**src/rtl/seq_cmp_pkg.sv**
```systemverilog
// Shared types for the sequential comparator: RISC-V funct3 compare opcodes,
// the FSM state encoding and the signed-mode helper.
package seq_cmp_pkg;

    localparam int CMP_OP_W = 3;

    typedef enum logic [CMP_OP_W-1:0] {
        EQ  = 3'b000,
        NE  = 3'b001,
        LT  = 3'b100,
        GE  = 3'b101,
        LTU = 3'b110,
        GEU = 3'b111
    } cmp_op_e;

    typedef enum logic [1:0] {
        IDLE = 2'd0,
        BUSY = 2'd1,
        DONE = 2'd2
    } cmp_state_e;

    function automatic logic is_signed_op(input logic [CMP_OP_W-1:0] op);
        return (op == LT) || (op == GE);
    endfunction

endpackage

```
**src/rtl/seq_cmp_unit_cmp_chunk.sv**
```systemverilog
// One CHUNK-wide unsigned slice compare; the top walks these MSB to LSB.
module cmp_chunk #(
    parameter int CHUNK = 8
) (
    input  logic [CHUNK-1:0] a,
    input  logic [CHUNK-1:0] b,
    output logic             chunk_lt,
    output logic             chunk_ne
);

    assign chunk_lt = (a < b);
    assign chunk_ne = (a != b);

endmodule

```
**src/rtl/seq_cmp_unit.sv**
```systemverilog
// Multi-cycle comparator covering all RISC-V branch compares plus SLT/SLTU.
// Build option SEQ_CMP_EARLY_EXIT_EN: finish as soon as the first differing chunk is seen.
module seq_cmp_unit
    import seq_cmp_pkg::*;
#(
    parameter int XLEN  = 32,
    parameter int CHUNK = 8
) (
    input  logic                clk,
    input  logic                rst,
    input  logic                in_valid,
    output logic                in_ready,
    input  logic [XLEN-1:0]     in_a,
    input  logic [XLEN-1:0]     in_b,
    input  logic [CMP_OP_W-1:0] in_op,
    output logic                out_valid,
    input  logic                out_ready,
    output logic                out_res,
    output logic [XLEN-1:0]     out_word
);

    localparam int NCHUNK = XLEN / CHUNK;
    localparam int IDX_W  = (NCHUNK > 1) ? $clog2(NCHUNK) : 1;
    localparam logic [XLEN-1:0] MSB_MASK = XLEN'(1) << (XLEN - 1);

    generate
        if ((XLEN % CHUNK) != 0 || CHUNK < 1 || CHUNK > XLEN) begin : g_bad_cfg
            $error("seq_cmp_unit: CHUNK must divide XLEN and lie in 1..XLEN");
        end
    endgenerate

    cmp_state_e            state_q, state_d;
    logic [XLEN-1:0]       a_q, a_d, b_q, b_d;
    logic [CMP_OP_W-1:0]   op_q, op_d;
    logic [IDX_W-1:0]      idx_q, idx_d;
    logic                  decided_q, decided_d;
    logic                  lt_q, lt_d;

    logic [CHUNK-1:0]      a_chunk, b_chunk;
    logic                  chunk_lt, chunk_ne;
    logic                  accept;

    assign a_chunk = a_q[idx_q*CHUNK +: CHUNK];
    assign b_chunk = b_q[idx_q*CHUNK +: CHUNK];

    cmp_chunk #(.CHUNK(CHUNK)) u_chunk (
        .a        (a_chunk),
        .b        (b_chunk),
        .chunk_lt (chunk_lt),
        .chunk_ne (chunk_ne)
    );

    // Handshake: a beat moves when valid && ready; DONE can hand off its result
    // and take the next request in the same edge, so no idle bubble is needed.
    assign in_ready  = (state_q == IDLE) || ((state_q == DONE) && out_ready);
    assign accept    = in_valid && in_ready;
    assign out_valid = (state_q == DONE);

    always_comb begin
        state_d   = state_q;
        a_d       = a_q;
        b_d       = b_q;
        op_d      = op_q;
        idx_d     = idx_q;
        decided_d = decided_q;
        lt_d      = lt_q;

        case (state_q)
            BUSY: begin
                if (!decided_q && chunk_ne) begin
                    decided_d = 1'b1;
                    lt_d      = chunk_lt;
                end
`ifdef SEQ_CMP_EARLY_EXIT_EN
                if (idx_q == '0 || (!decided_q && chunk_ne)) begin
                    state_d = DONE;
                end else begin
                    idx_d = idx_q - IDX_W'(1);
                end
`else
                if (idx_q == '0) begin
                    state_d = DONE;
                end else begin
                    idx_d = idx_q - IDX_W'(1);
                end
`endif
            end
            DONE: begin
                if (out_ready && !in_valid) begin
                    state_d = IDLE;
                end
            end
            default: ;
        endcase

        // Flipping the sign bit maps two's-complement order onto unsigned order.
        if (accept) begin
            a_d       = is_signed_op(in_op) ? (in_a ^ MSB_MASK) : in_a;
            b_d       = is_signed_op(in_op) ? (in_b ^ MSB_MASK) : in_b;
            op_d      = in_op;
            idx_d     = IDX_W'(NCHUNK - 1);
            decided_d = 1'b0;
            lt_d      = 1'b0;
            state_d   = BUSY;
        end
    end

    always_comb begin
        out_res = 1'b0;
        if (state_q == DONE) begin
            case (op_q)
                EQ:       out_res = !decided_q;
                NE:       out_res = decided_q;
                LT, LTU:  out_res = lt_q;
                GE, GEU:  out_res = !lt_q;
                default:  out_res = 1'b0;
            endcase
        end
    end

    assign out_word = XLEN'(out_res);

    always_ff @(posedge clk or posedge rst) begin
        if (rst) begin
            state_q   <= IDLE;
            a_q       <= '0;
            b_q       <= '0;
            op_q      <= '0;
            idx_q     <= '0;
            decided_q <= 1'b0;
            lt_q      <= 1'b0;
        end else begin
            state_q   <= state_d;
            a_q       <= a_d;
            b_q       <= b_d;
            op_q      <= op_d;
            idx_q     <= idx_d;
            decided_q <= decided_d;
            lt_q      <= lt_d;
        end
    end

endmodule

```
**config.mk**
```make
export PLATFORM = sky130hd
export DESIGN_NAME = seq_cmp_unit
export DESIGN_NICKNAME = d
export VERILOG_FILES = /design/src/rtl/seq_cmp_pkg.sv /design/src/rtl/seq_cmp_unit_cmp_chunk.sv /design/src/rtl/seq_cmp_unit.sv
export SDC_FILE = /design/constraint.sdc
export NUM_CORES = 1
export LEC_CHECK = 0
export CORE_MARGIN = 4
export CORE_UTILIZATION = 60
export CTS_CLUSTER_SIZE = 16
export DETAILED_ROUTE_END_ITERATION = 12
export DONT_BUFFER_PORTS = 1
export HOLD_SLACK_MARGIN = 0.12
export PLACE_DENSITY = 0.76
export SLEW_MARGIN = 20
export SYNTH_ARGS = -nofsm -noshare
export SYNTH_HDL_FRONTEND = slang
export SYNTH_SLANG_ARGS = --single-unit
```
**constraint.sdc**
```tcl
create_clock -name clk -period 3.33 [get_ports clk]
set_input_delay 0.666 -clock clk [delete_from_list [all_inputs] [get_ports clk]]
set_output_delay 0.666 -clock clk [all_outputs]
set_load 0.1 [all_outputs]
```
# Yosys cells after proc, flatten, opt, wreduce, memory -nomap -nowiden
# Cells that the tools add are included.
# Widths: inputs -> output; s select.
[op_classes]
n_addsub = 1
magnitude_cmp = 1
n_eq_ne = 13
shifts = 2
muxes = 17
bitwise = 2
n_reduce_logical = 20
[op_table]
columns = ["cell", "n"]
rows = [
  ["$mux 32", 2],
  ["$shiftx 32x6->8", 2],
  ["$eq 3x3->1 const B", 6],
  ["$mux 2", 6],
  ["$lt 8x8->1", 1],
  ["$ne 8x8->1", 1],
  ["$mux 1", 7],
  ["$logic_and 1x1->1", 4],
  ["$logic_not 2->1", 2],
  ["$pmux 1 s4", 1],
  ["$pmux 2 s2", 1],
  ["$reduce_and 2->1", 2],
  ["$reduce_bool 2->1", 2],
  ["$reduce_or 2->1", 2],
  ["$eq 3x1->1 const B", 1],
  ["$logic_not 1->1", 3],
  ["$logic_not 3->1", 1],
  ["$ne 3x1->1 const B", 1],
  ["$ne 3x3->1 const B", 1],
  ["$reduce_and 3->1", 1],
  ["$reduce_bool 3->1", 1],
  ["$eq 2x1->1 const B", 1],
  ["$eq 2x2->1 const B", 1],
  ["$logic_or 1x1->1", 2],
  ["other kinds (3)", 4],
]
[word_totals]
register_bits = 73
wordCells = 63

# Logic depth before layout (Yosys ltp)
# Gate-level depths: netlist (run 1).
[logic_depth]
ltp_word = 6
depth_mapped = 8
mapped_depth_nobuf = 7

# Modules after synthesis
# From an unflattened synthesis (run 1), not the netlist that was laid out.
[hier_totals]
hier_cells = 261
area_unflattened_um2 = 3787.4
[modules_own_cells]
columns = ["mod", "n_inst", "cells_per_inst", "area_each_um2", "seq_area_each_um2"]
rows = [
  ["seq_cmp_unit", 1, 234, 3570.9, 1826.8],
  ["cmp_chunk", 1, 27, 216.5, 0.0],
]

# Least setup slack after synthesis (run 1)
# Ideal clock, no wire load.
[synth_path]
kind = "reg-to-output"
from = "reg state_q[0]"
to = "out out_word[0]"
arrival_time_ns = 2.922
slack_ns = -0.258
stages_incl_launch_ff = 4
path_buffers = 1
path_cell_list = "dfrtp_1 and2b_2 nor2b_1 buf_4"
[synth_via]
elab_chain_cells = 2
[synth_lines]
columns = ["element", "line_no", "source"]
rows = [
  ["start, declared", "seq_cmp_unit.sv:32", "cmp_state_e state_q, state_d;"],
  ["start signal, assigned", "seq_cmp_unit.sv:133", "state_q <= state_d;"],
  ["$eq 2x2->1", "-", ""],
  ["named net out_valid", "seq_cmp_unit.sv:16", "output logic out_valid,"],
  ["$mux 1", "seq_cmp_unit.sv:110", "if (state_q == DONE) begin"],
  ["end, declared", "seq_cmp_unit.sv:19", "output logic [XLEN-1:0] out_word"],
]
# The timed path passes the listed nets, and every way through them passes these cells.

# Worst setup path after layout (run 1)
[layout_path]
from = "reg idx_q[1]"
to = "reg lt_q"
[layout_via]
elab_chain_cells = 5
[layout_lines]
columns = ["element", "line_no", "source"]
rows = [
  ["start, declared", "seq_cmp_unit.sv:35", "logic [IDX_W-1:0] idx_q, idx_d;"],
  ["start signal, assigned", "seq_cmp_unit.sv:137", "idx_q <= idx_d;"],
  ["$shiftx 32x6->8, on equally long branches", "seq_cmp_unit.sv:43, seq_cmp_unit.sv:44", ""],
  ["$lt 8x8->1 or $ne 8x8->1 (tied branches)", "seq_cmp_unit_cmp_chunk.sv:11, seq_cmp_unit_cmp_chunk.sv:12", ""],
  ["$mux 1 or $logic_and 1x1->1 (tied branches)", "seq_cmp_unit.sv:70", "if (!decided_q && chunk_ne) begin"],
  ["$mux 1 or $reduce_bool 2->1 (tied branches)", "-", ""],
  ["$mux 1 or $reduce_and 2->1 (tied branches)", "-", ""],
  ["end signal, assigned", "seq_cmp_unit.sv:139", "lt_q <= lt_d;"],
  ["end, declared", "seq_cmp_unit.sv:37", "logic lt_q, lt_d;"],
]
# Several ways; a longest one is shown, not always the timed one. The select of a mux whose other input is x is not followed.
# A chain may end at the register's enable or synchronous reset.

==> impl_metrics.toml, run 1 <==
[run_status]
outcome = "finished, final reports clean"

[synthesis]
synth.most_common_cell = "dfrtp_1"
async_flop_share_pct = 100
synth_ff_type = "dfrtp_1"
ys_top_cells_by_area = "dfrtp_1 (49%), mux2_2 (18%), mux4_2 (9.8%)"
netlist.area_leader.share_pct = 49.4
syn_inst = 264
synth_compound_area_share_pct = 2.51
synthesis.area_sq_um = 3690
yosys.area.top_type = "dfrtp_1"
synth.avg_cell_area_sq_um = 14.0
synth-edff-count = 0
ys_ff_latch = 73
yosysSeqAreaShare_pct = 49.4
synth_top_family_by_area = "multiplexers"
synth_warnings = 0
synth_adder_area_share_pct = 3.05
synthMuxAreaShare_pct = 29.6
synth-simple-area-share_pct = 3.35
synth_xor_area_share_pct = 0.948
synth_commonest_cells = "dfrtp_1 (73), mux2_2 (59), buf_4 (35), mux4_2 (16), inv_1 (15)"
synth_cell_types = 30

[power_and_ir_drop]
p_total_mw = 4.04
p_sw_mw = 1.44
powerDensity_nw_per_um2 = 1060
leakagePower_nw = 1.70
netSwitchingFraction_pct = 35.6
pwr-share-comb_pct = 43.4
seqPwrFrac_pct = 40.4
p_clk_share_pct = 16.2
ir_worst_vdd_uv = 482
p_int_mw = 2.60

[cts]
cts.clk_slew.worst_paths_ns = 0.07
cts_resized = 0
htreeDepth = 3
cts_setup_buffers = 0
cts_tree = "done"
holdBufCountCts = 0
cts_buffers = 9
cts_sinks = 73
cts_buffer_depth = 2
root_buffer = "clkbuf_8"
clock_latency_ns = 0.34

[detailed_routing]
wl_mm = 6.40
vias = 1922
wire_per_inst_microns = 18.3
drc = 0
drt_iter0_drc = 86
drtPass1Iterations = 5
antenna_left = 0
via_per_inst = 5.51

[final_layout]
diodes = 0
drive_above_1_share_pct = 37.6
nets = 349
fin_util_pct = 64.1
layout-area-overhead-vs-synth_pct = 3.35

[floorplan]
io_pins = 106
coreArea_sq_um = 5960
rows = 28
die_y_microns = 86.5
die_x_microns = 86.5
die-area_sq_um = 7480
start_util_pct = 62.0

[sta]
fin_tns_setup_ns = 0
post-route-period-util_pct = 75.3
slew_violations = 0
worst_clock_skew_ns = 0.00595
fmax_ghz = 0.399
max-slew-margin-rel_pct = 47.9
min_period_ns = 2.51
worstMarginPinSlew_ns = 0.780
hold_viol = 0
setup_viol = 0
rsz0062_at_grt = "no"

[setup_path]
cpMaxStageDelayCell = "dfrtp_1"
cp-start-kind = "register"
arrival_ns = 2.77
worstPathMaxFanout = 18
reg2reg_setup_slack_ns = 0.82
max_stage_delay_ns = 0.82
setup.worst_path.end_class = "register"
critical_path.top_delay_family = "flip-flops"
path_class = "register to register"
crit_buf_inv = 0
path_cells = "mux4_2, ha_1, a211oi_1, nor2_1, or4_1, o21ai_1"
worstPathRequired_ns = 3.60
cp.depth = 6
r2r_cells = 6

[global_routing]
grt_pass1_vias = 2071
grt_pass1_wl_mm = 10.4
grt_overflow = 0
track_usage_pct = 18.6
grt_start_max_net_pins = 46
antenna_found_initial = 0

[placed_design]
dp_hpwl_mm = 4.89
portBuffers = 0
gp_congestion = 0.777

[run]
drv_cap = 0

[min_path]
min_path_type = "input pin to async pin"
## kinds of logic after synthesis
group	count (synthesis)
and+or+nand+nor	20
AOI/OAI and AO/OA	17
muxes	81
DFF	73
buffers and inverters	59
xor gates and xnor gates	4
other	1
adders and majority gates	9
## placed cells by master, fill, tap and decap left out, types with 2 or more instances in the layout
| cell | synthesis | layout |
|---|---|---|
| clkbuf_8 | 0 | 13 |
| xnor2_1 | 2 | 2 |
| o21ai_1 | 2 | 2 |
| inv_1 | 15 | 14 |
| dfrtp_1 | 73 | 73 |
| ha_1 | 9 | 9 |
| a21oi_1 | 10 | 10 |
| clkinv_2 | 0 | 2 |
| buf_4 | 35 | 8 |
| nand4_1 | 2 | 2 |
| conb_1 | 1 | 31 |
| mux4_2 | 16 | 16 |
| nor2_1 | 5 | 4 |
| o21ai_0 | 2 | 2 |
| mux2_1 | 6 | 6 |
| xor2_1 | 2 | 2 |
| nor3_1 | 3 | 3 |
| mux2_2 | 59 | 59 |
## state kept, by name, summed over array words and instances (netlist names)
register and cells:
a_q 32, b_q 32, decided_q 1, idx_q 2, lt_q 1, op_q 3
state_q 2
## power by group through the flow
stage                     combinational [mW]  clock [mW]  sequential [mW]
final                                   1.75       0.655             1.63
after global routing                    1.94       0.715             1.70
after CTS                               1.77       0.673             1.64
after detailed placement                1.76           0             1.66
after global placement                  1.70           0             1.64
after floorplan                         1.61           0             1.50
## stage by stage
stage	cells	hold WS (ns)	area, sq um	setup WS [ns]
floorplan	294	0.452	3810	0.306
global placement	333	0.468	3630	0.854
detailed placement	333	0.477	3630	0.809
CTS	349	0.363	3820	0.795
global route	349	0.385	3820	0.691
finish	349	0.352	3820	0.822
## layout make-up
cell class / count / area [sq um]
Clock buffer: 14 / 183
Clock inverter: 2 / 10.0
Fill cell: 454 / 2140
Inverter: 15 / 56.3
Multi-Input combinational cell: 162 / 1590
Sequential cell: 73 / 1830
Tap cell: 75 / 93.8
Timing Repair Buffer: 8 / 60.1
## final timing paths
path                       startpoint          to
max                          idx_q[1]        lt_q
min in group clk            out_ready  state_q[1]
min reg2reg                   b_q[20]     b_q[20]
max reg2reg                  idx_q[1]        lt_q
max in group asynchronous         rst      a_q[8]
min                               rst     a_q[25]
## per-layer routing
layer	vias up	routed length, microns	track usage, %	part of all wire, %
met1	962	2650	23.6	41
met2	69	3160	29.5	49
met3	7	524	6.94	8.2
met4	0	70	6.37	1.1
met5	-	0	0	0
li1	884	-	-	-
Note: power is estimated with default switching activity, not from simulation.
==> inputs of run 2 (changes only) <==
--- a/config.mk
+++ b/config.mk
@@ -6,12 +6,12 @@
 export NUM_CORES = 1
 export LEC_CHECK = 0
 export CORE_MARGIN = 4
-export CORE_UTILIZATION = 60
+export CORE_UTILIZATION = 57
 export CTS_CLUSTER_SIZE = 16
 export DETAILED_ROUTE_END_ITERATION = 12
 export DONT_BUFFER_PORTS = 1
 export HOLD_SLACK_MARGIN = 0.12
-export PLACE_DENSITY = 0.76
+export PLACE_DENSITY = 0.75
 export SLEW_MARGIN = 20
 export SYNTH_ARGS = -nofsm -noshare
 export SYNTH_HDL_FRONTEND = slang
==> constraint.sdc (replaced) <==
create_clock -name clk -period 2.2 [get_ports clk]
set_input_delay 0.44 -clock clk [delete_from_list [all_inputs] [get_ports clk]]
set_output_delay 0.44 -clock clk [all_outputs]
set_load 0.1 [all_outputs]
==> impl_metrics.toml, run 2 (synthesized netlist as in run 1, its figures left out) <==
[cts]
cts_sinks = 73
cts.clk_slew.worst_paths_ns = 0.07
cts_buffers = 9
root_buffer = "clkbuf_8"
htreeDepth = 3
cts_tree = "done"
cts_buffer_depth = 2
clock_latency_ns = 0.34
cts_setup_buffers = 0

[sta]
slew_violations = 0
setup_viol = 1
hold_viol = 0
min_period_ns = 2.27
hold_slack_ns = 0.185
worst_clock_skew_ns = 0.00791
fin_tns_setup_ns = -0.0696
fmax_ghz = 0.441
max-slew-margin-rel_pct = 57.7
rsz0062_at_grt = "yes"
fin_ws_ns = -0.0696
worstMarginPinSlew_ns = 0.632
post-route-period-util_pct = 103

[floorplan]
coreArea_sq_um = 6310
io_pins = 106
rows = 29
die_y_microns = 88.5
die_x_microns = 88.5
start_util_pct = 58.5
die-area_sq_um = 7830

[global_routing]
grt_pass1_vias = 2148
antenna_found_initial = 1
grt_overflow = 0
grt_start_max_net_pins = 47
track_usage_pct = 18.6
grt_pass1_wl_mm = 10.7

[detailed_routing]
drc = 0
drtPass1Iterations = 4
vias = 1947
via_per_inst = 5.48
antenna_left = 0
wire_per_inst_microns = 18.3
drt_iter0_drc = 105
wl_mm = 6.50

[placed_design]
gp_congestion = 0.780
pre_cts_slack_ns = -0.0707
dp_hpwl_mm = 4.78
portBuffers = 0

[final_layout]
fin_util_pct = 63.1
mostFrequentLayoutCell = "dfrtp_1"
top_regs = "a_q (32), b_q (32), op_q (3)"
drive_above_1_share_pct = 40.6
layout-area-overhead-vs-synth_pct = 7.82
diodes = 0
final_cell_mix = "dfrtp_1 (72), mux2_2 (59), conb_1 (31), mux4_2 (16), inv_1 (13)"
final.fill_count = 483
nets = 354

[setup_path]
r2r-start = "idx_q[0]"
path_class = "register to register"
worstPathMaxFanout = 7
worstPathRequired_ns = 2.47
reg2reg_setup_slack_ns = -0.07
setup.worst_path.end_class = "register"
r2r_cells = 8
arrival_ns = 2.54
crit_start = "idx_q[0]"
cp-start-kind = "register"
crit_end = "lt_q"
r2r-end = "lt_q"

[min_path]
min_path_type = "input pin to register"
hold_path_depth = 1

[run_status]
outcome = "finished, violations left"
violations = "negative setup slack"

[power_and_ir_drop]
powerDensity_nw_per_um2 = 1640
ir_worst_vdd_uv = 943
p_total_mw = 6.52
leakagePower_nw = 1.74

[run]
drv_cap = 0
-- run 2: how the worst min path moves through the flow --
stage / startpoint / slack, ns / to
after floorplan: b_q[18] / 0.45 / b_q[18]
after CTS: out_ready / 0.17 / state_q[1]
after detailed placement: rst / 0.42 / b_q[12]
after global routing: out_ready / 0.18 / state_q[1]
after global placement: rst / 0.43 / b_q[12]
final: out_ready / 0.19 / state_q[1]
-- run 2: area by class of cell --
cell class	count	area (sq um)	share of cell area, %
multi-input cells	162	1630	41.0
clock buffers	12	165	4.15
clock inverters	3	15.0	0.377
flip-flops and latches	73	1830	45.9
repair buffers	13	186	4.68
inverters	15	60.1	1.51
well taps	77	96.3	2.42
-- run 2: timing repair --
action	in CTS	in global routing
endpoints found under the hold margin	28	0
gates cloned	1	0
pin swaps	1	0
hold buffers	1	0
resized for setup	5	0
setup endpoints to repair	1	1
-- run 2: worst max-delay path, stage by stage (launching register included) --
cell,delay [ns]
dfrtp_2,0.46
buf_12,0.16
mux4_2,0.50
inv_2,0.08
ha_4,0.20
a211oi_2,0.16
nor2_1,0.05
or4_1,0.46
o21ai_1,0.13
-- run 2: per-stage QoR --
stage,std cells,instance area [sq um]
2_1_floorplan,294,3870
3_3_place_gp,338,3750
3_5_place_dp,338,3750
4_1_cts,355,3980
5_1_grt,355,3980
6_report,355,3980
-- run 2: metal layers --
layer | vias to the layer above | part of all wire [%] | global-route usage (%)
li1 | 892 | - | -
met1 | 978 | 41 | 22.9
met2 | 61 | 49 | 30.3
met3 | 14 | 7.2 | 6.89
met4 | 2 | 1.9 | 6.59
met5 | - | 0.11 | 0
-- run 2: report_power, final --
group | total (mW) | switching [mW] | internal (mW) | leakage (nW)
Combinational | 3.15 | 1.45 | 1.70 | 0.781
Clock | 0.955 | 0.465 | 0.490 | 0.0980
Sequential | 2.42 | 0.391 | 2.03 | 0.862
Total | 6.52 | 2.31 | 4.21 | 1.74
